[config.mk]
export PLATFORM = sky130hd
export DESIGN_NAME = fetch_unit
export DESIGN_NICKNAME = d
export VERILOG_FILES = /design/src/rtl/risc_pkg.sv /design/src/rtl/fetch_skid_buffer.sv /design/src/rtl/fetch_unit.sv
export SDC_FILE = /design/constraint.sdc
export NUM_CORES = 1
export LEC_CHECK = 0
export BUFFER_PORTS_ARGS = -buffer_cell sky130_fd_sc_hd__buf_2
export CAP_MARGIN = 40
export CORE_MARGIN = 2
export CORE_UTILIZATION = 52
export DETAILED_ROUTE_END_ITERATION = 16
export MAX_ROUTING_LAYER = met4
export PLACE_DENSITY = 0.8
export SETUP_SLACK_MARGIN = 0.2
export SLEW_MARGIN = 40
export SYNTH_ARGS = -nofsm -noshare
export SYNTH_HDL_FRONTEND = slang
export SYNTH_HIERARCHICAL = 1
export SYNTH_SLANG_ARGS = --single-unit
[constraint.sdc]
create_clock -name clk -period 3.5 [get_ports clk]
set_clock_uncertainty 0.2 [all_clocks]
set_input_delay 1.05 -clock clk [delete_from_list [all_inputs] [get_ports clk]]
set_output_delay 1.05 -clock clk [all_outputs]
set_load 0.01 [all_outputs]
[src/rtl/risc_pkg.sv]
// risc_pkg: shared fetch-stage types and constants.
package risc_pkg;
   typedef enum logic [1:0] {IDLE, WAIT, FULL, SQUASH} fetch_state_t;
   localparam int INSTR_BYTES = 4;
   localparam logic [63:0] PC_ALIGN_MASK = 64'hFFFF_FFFF_FFFF_FFFC;
endpackage

[src/rtl/fetch_skid_buffer.sv]
// fetch_skid_buffer: one-entry {pc, instr} holding register used while the output latch is stalled.
module fetch_skid_buffer #(
   parameter int ADDR_W  = 32,
   parameter int INSTR_W = 32
) (
   input  logic               clk,
   input  logic               rst_n,
   input  logic               i_load,
   input  logic               i_drop,
   input  logic               i_unload,
   input  logic [ADDR_W-1:0]  i_pc,
   input  logic [INSTR_W-1:0] i_instr,
   output logic               o_valid,
   output logic [ADDR_W-1:0]  o_pc,
   output logic [INSTR_W-1:0] o_instr
);
   logic               r_valid;
   logic [ADDR_W-1:0]  r_pc;
   logic [INSTR_W-1:0] r_instr;
   always_ff @(posedge clk) begin
      if (!rst_n) begin
         r_valid <= 1'b0;
         r_pc    <= '0;
         r_instr <= '0;
      end else if (i_drop || i_unload) begin
         r_valid <= 1'b0;
      end else if (i_load) begin
         r_valid <= 1'b1;
         r_pc    <= i_pc;
         r_instr <= i_instr;
      end
   end
   assign o_valid = r_valid;
   assign o_pc    = r_pc;
   assign o_instr = r_instr;
endmodule

[src/rtl/fetch_unit.sv]
// fetch_unit: PC owner and one-outstanding instruction fetch with a stallable output latch.
// Define FETCH_PERF_CNT_EN to build the fetched/squashed performance counters.
module fetch_unit
   import risc_pkg::*;
#(
   parameter int                ADDR_W   = 32,
   parameter int                INSTR_W  = 32,
   parameter logic [ADDR_W-1:0] RESET_PC = '0
) (
   input  logic               clk,
   input  logic               rst_n,
   input  logic               isbranchtaken,
   input  logic [ADDR_W-1:0]  branchpc,
   input  logic               of_stall,
   output logic               imem_req,
   output logic [ADDR_W-1:0]  imem_addr,
   input  logic               imem_valid,
   input  logic [INSTR_W-1:0] imem_rdata,
   output logic               if_valid,
   output logic [ADDR_W-1:0]  if_pc,
   output logic [INSTR_W-1:0] if_instr,
   output logic [31:0]        perf_fetched,
   output logic [31:0]        perf_squashed
);
   localparam logic [ADDR_W-1:0] W_ALIGN = ADDR_W'(PC_ALIGN_MASK);
   localparam logic [ADDR_W-1:0] W_STEP  = ADDR_W'(INSTR_BYTES);

   fetch_state_t       r_state;
   logic [ADDR_W-1:0]  r_pc, r_if_pc;
   logic [INSTR_W-1:0] r_if_instr;
   logic               r_if_valid;
   logic               w_slot_free, w_wait_rsp, w_skid_load, w_unload, w_load, w_skid_valid;
   logic [ADDR_W-1:0]  w_skid_pc;
   logic [INSTR_W-1:0] w_skid_instr;

   assign w_slot_free = !r_if_valid || !of_stall;
   assign w_wait_rsp  = r_state == WAIT && imem_valid && !isbranchtaken;
   assign w_skid_load = w_wait_rsp && !w_slot_free;
   assign w_unload    = r_state == FULL && w_skid_valid && w_slot_free && !isbranchtaken;
   assign w_load      = (w_wait_rsp && w_slot_free) || w_unload;

   fetch_skid_buffer #(.ADDR_W(ADDR_W), .INSTR_W(INSTR_W)) u_skid (
      .clk      (clk),
      .rst_n    (rst_n),
      .i_load   (w_skid_load),
      .i_drop   (isbranchtaken),
      .i_unload (w_unload),
      .i_pc     (r_pc),
      .i_instr  (imem_rdata),
      .o_valid  (w_skid_valid),
      .o_pc     (w_skid_pc),
      .o_instr  (w_skid_instr)
   );

   always_ff @(posedge clk) begin
      if (!rst_n) begin
         r_state    <= IDLE;
         r_pc       <= RESET_PC & W_ALIGN;
         r_if_valid <= 1'b0;
         r_if_pc    <= '0;
         r_if_instr <= '0;
      end else if (isbranchtaken) begin
         // a read issued in IDLE or still pending in WAIT/SQUASH must be drained in SQUASH
         r_state    <= (r_state == FULL || (r_state != IDLE && imem_valid)) ? IDLE : SQUASH;
         r_pc       <= branchpc & W_ALIGN;
         r_if_valid <= 1'b0;
      end else begin
         if (w_load) begin
            r_if_valid <= 1'b1;
            r_if_pc    <= w_unload ? w_skid_pc : r_pc;
            r_if_instr <= w_unload ? w_skid_instr : imem_rdata;
            r_pc       <= r_pc + W_STEP;
         end else if (!of_stall) begin
            r_if_valid <= 1'b0;
         end
         case (r_state)
            IDLE:    r_state <= WAIT;
            WAIT:    if (imem_valid) r_state <= w_slot_free ? IDLE : FULL;
            FULL:    if (w_unload) r_state <= IDLE;
            default: if (imem_valid) r_state <= IDLE;
         endcase
      end
   end

   assign imem_req  = rst_n && r_state == IDLE;
   assign imem_addr = r_pc;
   assign if_valid  = r_if_valid;
   assign if_pc     = r_if_pc;
   assign if_instr  = r_if_instr;

`ifdef FETCH_PERF_CNT_EN
   logic [31:0] r_fetched, r_squashed;
   logic [1:0]  w_drops;
   assign w_drops = {1'b0, isbranchtaken && r_if_valid && of_stall}
                  + {1'b0, isbranchtaken && w_skid_valid}
                  + {1'b0, imem_valid && (r_state == SQUASH || (r_state == WAIT && isbranchtaken))};
   always_ff @(posedge clk) begin
      if (!rst_n) begin
         r_fetched  <= '0;
         r_squashed <= '0;
      end else begin
         r_fetched  <= r_fetched + 32'(w_load);
         r_squashed <= r_squashed + 32'(w_drops);
      end
   end
   assign perf_fetched  = r_fetched;
   assign perf_squashed = r_squashed;
`else
   assign perf_fetched  = '0;
   assign perf_squashed = '0;
`endif
endmodule
==> results summary, run 1 <==
The floorplan die area is 16100 um^2. The clock period minus worst slack is 2.86 ns. Once detail routing completed, the nets flagged for antenna violations numbered 0. The placed instance area is 8390 um^2. The class of the worst hold path is register to register. Setup repair after global routing left no endpoint under its margin. Across the run, the number of max-cap violations was 0. The fraction of power consumed by sequential logic is 0.452. The number of remaining DRC errors came out at 0. The largest single stage delay on the critical path is 0.59 ns. The peak supply drop is 0.345 mV. The share of the core filled with cells in the final layout came out at 0.616. The final layout contains routed wiring with a total length of 18100 um. The commonest register cell after synthesis is sky130_fd_sc_hd__dfxtp_1.

Leaving out fill and tap cells, the most frequent cells in the layout are sky130_fd_sc_hd__nand2_1, sky130_fd_sc_hd__dfxtp_1, sky130_fd_sc_hd__buf_2. Counting both buffers and inverters, the worst setup path holds a total of 3. The count of cells resized by post-cts repair came out at 0.

For this design the top-level I/O count stands at 231. After routing, the total negative slack on setup checks comes to 0 ns. At the end of routability-driven placement, the weighted congestion stood at 0.771. The fraction of the yosys area taken by sequential cells is 0.414.

The worst-margin pin slew came out at 0.712 ns. Of the total power, the share spent switching nets is 0.240. The starting DRC count in detailed routing is 397. The final number of max-transition violations is 0. The total power density per cell area came out at 473 nW/um^2. The initial antenna violation count was 0. The distinct cell type count after synthesis came out at 57. The synthesized design contains 162 register bits.

The final count of hold timing violations is 0. Port buffering added 162 buffers. Detailed routing inserted a total of 6459 vias.

The clock transition at the register clock pins on the worst setup and hold paths after CTS is 0.06 ns. The wire length of the first global-routing pass is 28700 um. The total area inside the core boundary comes to 14600 um^2. The data required time of the critical path came out at 3.64 ns. In the global route stage, overall resource usage came out at 0.227. The leakage power summed over all cells came out at 4.21 nW.

The post-layout instance area is 9020 um^2. The largest net degree at the start of global routing is 152. The slowest stage of the critical path is the sky130_fd_sc_hd__buf_4 cell.

The length of the first detailed-routing pass in iterations came out at 5. The synthesized area is 7840 um^2. Across the whole layout, storage elements account for 3240 um^2. The cell count after synthesis came out at 880. The internal power summed over all cells is 3.24 mW. The row count is 44.

The kind of end point of the critical path is a register. The die boundary width is 127 um. The count of nets after finishing is 1085.

The data arrival time of the critical path is 3.00 ns. The highest net fanout along the worst path came out at 40. The overall overflow remaining after global route is 0. STA classifies the critical path startpoint as an input pin. The area used by multi-input combinational logic is 3910 um^2. Setup violations remaining at the end of the flow were counted as 0.

The number of global-route vias before repair is 5771. The proportion of synthesized flip-flops having asynchronous set or reset is 0. The starting density of the core is 0.535.

Derived from the worst setup path, the maximum achievable clock frequency is 350 MHz. Using the TritonRoute via totals, the vias-per-cell ratio works out to 5.33. The kind of cell adding the most delay to the critical path is buffers and inverters. The filler cell count in the final layout came out at 1277. The worst setup slack before clock tree synthesis is 0.185 ns. The half-perimeter wire length of the detailed placement result is 11700 um. The cell total after placement is 1180. During synthesis, Yosys emitted a total of 6 warnings. The combinational share of power came out at 0.079. The number of cells in the finished layout apart from fillers came out at 1212. The diode insertion count for antenna repair is 0. The depth of the CTS H-tree is 4. The number of hold buffers added after CTS was 0. The final critical-path share of the clock period came out at 0.817. The clock passes through at most 2 buffers. The power dissipated by switching net loads came out at 1.03 mW. The clock latency on the worst-skew pair came out at 0.43 ns. The setup fix buffers added after clock tree synthesis is 0. In the final layout, the share of cells above drive strength 1 is 0.215. The number of sinks driven by the clock tree came out at 162.

The run finished with clean final reports. The worst slew margin relative to its limit came out at 0.525. The worst setup path is of the input pin to register kind. The mean area per synthesized cell came out at 8.91 um^2. Leaving out fill and tap cells, the most frequent cell in the layout is sky130_fd_sc_hd__nand2_1.

The number of clock buffers added by TritonCTS is 17. The area added between synthesis and finish came out at 15.1%. TritonCTS built the clock tree. The overall die height came out at 127 um. After detailed routing, the average wire length per cell comes to 15.0 um. The clock network fraction of total power came out at 0.469. In this run, synthesis inferred 0 flip-flops with an integrated enable. The cell sitting at the root of the clock tree is a sky130_fd_sc_hd__clkbuf_16. The final setup slack of the worst path is 0.641 ns.

The critical path goes through buf_2 -> or3b_1 -> or2_4 -> inv_1 -> nor3b_4 -> buf_4 -> mux2i_1.
## cells by family (layout without fill, tap and decap cells)
| logic type | count (synthesis) | count (layout) | share of synthesized area |
|---|---|---|---|
| simple gates | 298 | 298 | 0.165 |
| flops | 162 | 162 | 0.414 |
| compound gates | 145 | 145 | 0.129 |
| buf+inv | 140 | 221 | 0.122 |
| mux | 120 | 120 | 0.154 |
| xor+xnor | 13 | 13 | 0.0145 |
| fa+ha+maj | 1 | 1 | 0.00160 |
| other cells | 1 | 68 | 0.000478 |
## power by group through the flow
stage,Clock [mW],Combinational [mW],Sequential (mW)
2_1_floorplan,0,0.250,1.98
3_3_place_gp,0,0.329,1.97
3_5_place_dp,0,0.335,1.97
4_1_cts,2.03,0.337,1.93
5_1_grt,2.11,0.371,1.94
6_report,2.00,0.337,1.93
## registers in the layout, indices dropped and copies added, names as in the netlist
register,cells
u_skid/o_instr,32
if_valid,1
if_instr,32
if_pc,32
r_state,2
u_skid/o_pc,32
imem_addr,30
u_skid/o_valid,1
## metrics by stage
step | hold WS (ns) | total power [mW]
after floorplan | 0.235 | 2.23
after global placement | 0.243 | 2.30
after detailed placement | 0.247 | 2.31
after CTS | 0.258 | 4.30
after global routing | 0.267 | 4.41
final | 0.256 | 4.27
## layout make-up
cell class | count | share of cell area
sequential | 162 | 0.359
clock inverter | 13 | 0.0202
inverter | 11 | 0.00458
clock buffer | 19 | 0.0502
timing repair buffer | 178 | 0.107
multi-input combinational | 645 | 0.433
tap | 184 | 0.0255
## path summary, 6_finish.rpt
check                                startpoint                 end  slack, ns  depth (start not counted)
worst max register to register       r_state[1]  u_skid/o_instr[12]       0.96                          6
worst max-delay path              isbranchtaken  u_skid/o_instr[12]       0.64                          7
worst min register to register  u_skid/o_pc[31]     u_skid/o_pc[31]       0.26                          2
worst min-delay path            u_skid/o_pc[31]     u_skid/o_pc[31]       0.26                          2
## cell usage after synthesis (5+ instances only)
| cell type | number | share of area |
|---|---|---|
| sky130_fd_sc_hd__nand2_1 | 170 | 0.081 |
| sky130_fd_sc_hd__dfxtp_1 | 162 | 0.41 |
| sky130_fd_sc_hd__mux2i_1 | 119 | 0.15 |
| sky130_fd_sc_hd__nor2_1 | 72 | 0.034 |
| sky130_fd_sc_hd__buf_4 | 68 | 0.065 |
| sky130_fd_sc_hd__a211oi_1 | 62 | 0.059 |
| sky130_fd_sc_hd__clkbuf_1 | 27 | 0.013 |
| sky130_fd_sc_hd__o21ai_0 | 24 | 0.015 |
| sky130_fd_sc_hd__a21oi_1 | 21 | 0.013 |
| sky130_fd_sc_hd__buf_2 | 19 | 0.012 |
| sky130_fd_sc_hd__inv_1 | 10 | 0.0048 |
| sky130_fd_sc_hd__nand4_1 | 9 | 0.0072 |
| sky130_fd_sc_hd__xnor2_1 | 9 | 0.010 |
| sky130_fd_sc_hd__nor3_1 | 8 | 0.0051 |
| sky130_fd_sc_hd__a22oi_1 | 7 | 0.0067 |
| sky130_fd_sc_hd__buf_6 | 7 | 0.010 |
| sky130_fd_sc_hd__nand3_1 | 7 | 0.0045 |
| sky130_fd_sc_hd__and4_1 | 6 | 0.0067 |
| sky130_fd_sc_hd__buf_12 | 6 | 0.015 |
| sky130_fd_sc_hd__nor4_1 | 5 | 0.0040 |
## metal layers
layer / global-route usage / part of all wire
met4: 0.0711 / 0.012
met5: - / 0
met2: 0.349 / 0.46
met1: 0.302 / 0.46
met3: 0.0493 / 0.070
## tightest hold or removal path, stage by stage, from the launching register on
cell and delay (ns):
sky130_fd_sc_hd__dfxtp_1 0.31, sky130_fd_sc_hd__nand2_1 0.05, sky130_fd_sc_hd__mux2i_1 0.05
Note: power is estimated with default switching activity, not from simulation.
==> run 2: changes to the inputs <==
--- a/config.mk
+++ b/config.mk
@@ -5,13 +5,14 @@
 export SDC_FILE = /design/constraint.sdc
 export NUM_CORES = 1
 export LEC_CHECK = 0
+export ABC_AREA = 1
 export BUFFER_PORTS_ARGS = -buffer_cell sky130_fd_sc_hd__buf_2
 export CAP_MARGIN = 40
 export CORE_MARGIN = 2
-export CORE_UTILIZATION = 52
+export CORE_UTILIZATION = 53
 export DETAILED_ROUTE_END_ITERATION = 16
 export MAX_ROUTING_LAYER = met4
-export PLACE_DENSITY = 0.8
+export PLACE_DENSITY = 0.81
 export SETUP_SLACK_MARGIN = 0.2
 export SLEW_MARGIN = 40
 export SYNTH_ARGS = -nofsm -noshare
==> constraint.sdc (replaced) <==
create_clock -name clk -period 2.65 [get_ports clk]
set_clock_uncertainty 0.2 [all_clocks]
set_input_delay 0.795 -clock clk [delete_from_list [all_inputs] [get_ports clk]]
set_output_delay 0.795 -clock clk [all_outputs]
set_load 0.01 [all_outputs]
==> run 2 against run 1 <==
- register-to-register slack worse by 0.39 ns
- sequential power up 32%
- die area grew 5.1%
- via count is 29% higher
- critical endpoint is now imem_req
- largest power group is now sequential cells
==> results summary, run 2 <==
The category of the critical setup timing path is input pin to output port (was input pin to register). The slack of the worst reg-to-reg path came out at 0.57 ns (was 0.96 ns). The most common cell in the netlist is sky130_fd_sc_hd__nand2_1 (unchanged).

The mean area per synthesized cell came to 6.87 um^2 (was 8.91 um^2). The routed wirelength normalized by instance count came out at 14.3 um (was 15.0 um). The share of layout cells above drive strength 1 came out at 0.172 (was 0.215). The startpoint of the worst register-to-register path is imem_addr[3] (was r_state[1]). The setup fix buffers added after clock tree synthesis came out at 0 (unchanged).

The leakage power summed over all cells came out at 4.27 nW (was 4.21 nW). The share of the core filled with cells in the final layout is 0.611 (was 0.616). The depth of the CTS H-tree came out at 4 (unchanged). The routed length on met3 is 1910 um (was 1270 um). The proportion of synthesized flip-flops having asynchronous set or reset came out at 0 (unchanged).

The gate count after technology mapping came to 1224 (was 880). The overall die height came out at 130 um (was 127 um). The total setup violations reported at the end of the flow is 0 (unchanged). The die boundary width is 130 um (was 127 um). The final setup slack of the worst path came out at 0.410 ns (was 0.641 ns).

The half-perimeter wire length of the detailed placement result is 14800 um (was 11700 um). The fraction of the yosys area taken by sequential cells came out at 0.386 (was 0.414). The power dissipated by switching net loads came out at 1.41 mW (was 1.03 mW). The startpoint of the worst setup timing path was rst_n (was isbranchtaken).

The wire length of the first global-routing pass came out at 34900 um (was 28700 um). The wire length on met2 came out at 10600 um (was 8380 um). The clock period minus worst slack is 2.24 ns. The internal power summed over all cells came out at 4.14 mW (was 3.24 mW). The cell total after placement came out at 1545 (was 1180).

The overall overflow remaining after global route came out at 0 (unchanged). The distinct cell type count after synthesis is 32 (was 57). The worst-margin pin slew came to 0.488 ns (was 0.712 ns). Unrepaired setup endpoints after global routing: false (unchanged). The diode insertion count for antenna repair was 0 (unchanged). The row count came out at 46 (was 44).

The number of flops mapped to enable cells by yosys is 0 (unchanged). The number of remaining DRC errors is 0 (unchanged). The total I/O pin count came out at 231 (unchanged). Most frequent cells after synthesis: sky130_fd_sc_hd__nand2_1, sky130_fd_sc_hd__dfxtp_1, sky130_fd_sc_hd__nor2_1 (was sky130_fd_sc_hd__nand2_1, sky130_fd_sc_hd__dfxtp_1, sky130_fd_sc_hd__mux2i_1).

The clock network fraction of total power is 0.440 (was 0.469). The top cell type's share of synthesized area was 0.386 (was 0.414). The number of vias per cell after detailed routing is 5.27 (was 5.33).

The worst setup slack before clock tree synthesis came out at 0.126 ns (was 0.185 ns). Of the available clock period, the critical path in the final layout requires 0.845. The global router's overall resource usage came out at 0.268 (was 0.227). The highest net fanout along the worst path is 2 (was 40). The combinational share of power came out at 0.101 (was 0.079). The area added between synthesis and finish came out at 14.2% (was 15.1%). The number of global-route vias before repair is 7011 (was 5771). The length of the first detailed-routing pass in iterations is 5 (unchanged). The fraction of power consumed by sequential logic is 0.459 (was 0.452). The kind of end point of the critical path was an output port (was register).

The class of the worst hold path was register to register (unchanged). The worst hold slack came to 0.258 ns (was 0.256 ns). The count of nets after finishing came out at 1418 (was 1085). The hold buffer count at CTS came out at 0 (unchanged).

The startpoint class of the critical path is an input pin (unchanged). The maximum number of buffers from clock root to sink came to 2 (unchanged). The data arrival time of the critical path came out at 1.25 ns (was 3.00 ns). The initial antenna violation count is 0 (unchanged). The starting DRC count in detailed routing is 699 (was 397). The leading area contributor after synthesis is sky130_fd_sc_hd__dfxtp_1 (unchanged). The wire length on met1 came out at 9480 um (was 8280 um).

The count of vias placed by the detailed router is 8301 (was 6459). The starting density of the core came out at 0.535 (about the same). The clock transition at the register clock pins on the worst setup and hold paths after CTS came out at 0.06 ns (about the same). The synthesized area came out at 8410 um^2 (was 7840 um^2).

Largest cells by area after synthesis: sky130_fd_sc_hd__dfxtp_1, sky130_fd_sc_hd__nand2_1, sky130_fd_sc_hd__a21oi_1, sky130_fd_sc_hd__buf_4, sky130_fd_sc_hd__nand3_1 (was sky130_fd_sc_hd__dfxtp_1, sky130_fd_sc_hd__mux2i_1, sky130_fd_sc_hd__nand2_1, sky130_fd_sc_hd__buf_4, sky130_fd_sc_hd__a211oi_1). The setup TNS came out at 0 ns (unchanged). The total CTS buffers is 17 (unchanged). The final number of max-transition violations is 0 (unchanged). The total core area was 15700 um^2 (was 14600 um^2). The commonest register cell after synthesis was sky130_fd_sc_hd__dfxtp_1 (unchanged). The uppermost layer routed is met4 (unchanged). Top library cells by usage in the layout, fill and taps aside: sky130_fd_sc_hd__nand2_1, sky130_fd_sc_hd__dfxtp_1, sky130_fd_sc_hd__buf_2 (unchanged).

The data required time of the critical path is 1.66 ns (was 3.64 ns). The number of antenna-violating nets in the routed design came out at 0 (unchanged). Result of the run: complete, no violations (unchanged). The switching share of power is 0.254 (was 0.240).

The largest net degree at the start of global routing is 84 (was 152). The TritonCTS clock tree is done (unchanged). The weighted congestion reported at the end of routability-driven placement came to 0.928 (was 0.771). The number of cells in the finished layout apart from fillers is 1574 (was 1212). The worst setup path endpoint is imem_req (was u_skid/o_instr[12]).

The peak supply drop came to 0.632 mV (was 0.345 mV). The number of buffers inserted by port buffering is 162 (unchanged). The count of cells resized by post-cts repair came out at 0 (unchanged). The worst reg-to-reg path cell count is 8 (was 6). The total of warnings raised by yosys came out at 6 (unchanged). The timing-limited maximum frequency came out at 446 MHz. The destination of the worst register-to-register timing path is imem_addr[12] (was u_skid/o_instr[12]). The clock latency on the worst-skew pair was 0.43 ns (about the same). The total wire length came to 22600 um (was 18100 um). The final count of hold timing violations came out at 0 (unchanged).

The root buffer cell is sky130_fd_sc_hd__clkbuf_16 (unchanged). The floorplan die area came out at 16900 um^2 (was 16100 um^2). The most common library cell in the layout ignoring fill and taps was sky130_fd_sc_hd__nand2_1 (unchanged). The total power density per cell area is 579 nW/um^2 (was 473 nW/um^2). The worst slew margin relative to its limit is 0.671 (was 0.525). The number of sinks driven by the clock tree is 162 (unchanged).

The count of max-cap constraint violations is 0 (unchanged). The post-synthesis register bit count came to 162 (unchanged).
## run 2: logic make-up (layout without fill, tap and decap cells)
group / count (synthesis) / after routing / synth area share
adder cells (fa/ha/maj): 1 / 1 / 0.00149
AO/OA/AOI/OAI: 222 / 222 / 0.144
AND/OR/NAND/NOR: 555 / 555 / 0.281
XOR/XNOR: 11 / 11 / 0.0115
other: 1 / 68 / 0.000446
buffers and inverters: 272 / 339 / 0.176
flip-flops: 162 / 162 / 0.386
## run 2: power groups by stage
| stage | Sequential, mW | Clock (mW) | Combinational [mW] |
|---|---|---|---|
| 2_1_floorplan | 2.61 | 0 | 0.423 |
| 3_3_place_gp | 2.60 | 0 | 0.545 |
| 3_5_place_dp | 2.60 | 0 | 0.554 |
| 4_1_cts | 2.55 | 2.47 | 0.557 |
| 5_1_grt | 2.56 | 2.57 | 0.624 |
| 6_report | 2.55 | 2.44 | 0.563 |
## run 2: metrics by stage
stage,total power [mW],instance area (um^2)
2_1_floorplan,3.03,8670
3_3_place_gp,3.15,9030
3_5_place_dp,3.16,9030
4_1_cts,5.58,9600
5_1_grt,5.75,9600
6_report,5.56,9600
## run 2: how the worst min path moves through the flow
stage / cells after the start / start / end
floorplan: 2 / u_skid/o_pc[0] / if_pc[0]
global placement: 2 / if_pc[0] / if_pc[0]
detailed placement: 2 / if_pc[0] / if_pc[0]
CTS: 2 / if_pc[0] / if_pc[0]
global route: 2 / if_instr[18] / if_instr[18]
finish: 2 / if_pc[0] / if_pc[0]
## run 2: per-layer routing
layer / GRT usage / up-vias
met2: 0.426 / 422
met4: 0.0942 / 0
met1: 0.346 / 3760
met5: - / -
li1: - / 4067
met3: 0.0443 / 52
## run 2: critical path, cell delays in order
cell,delay [ns]
sky130_fd_sc_hd__buf_2,0.12
sky130_fd_sc_hd__inv_2,0.07
sky130_fd_sc_hd__nor3_2,0.09
sky130_fd_sc_hd__buf_2,0.16
## run 2: area by class of cell
cell class | instances | area [um^2]
clock buffers | 20 | 437
repair buffers | 188 | 1110
inverters | 122 | 462
well taps | 216 | 270
clock inverters | 9 | 134
flip-flops and latches | 162 | 3240
fillers | 1496 | 6110
multi-input cells | 857 | 3950
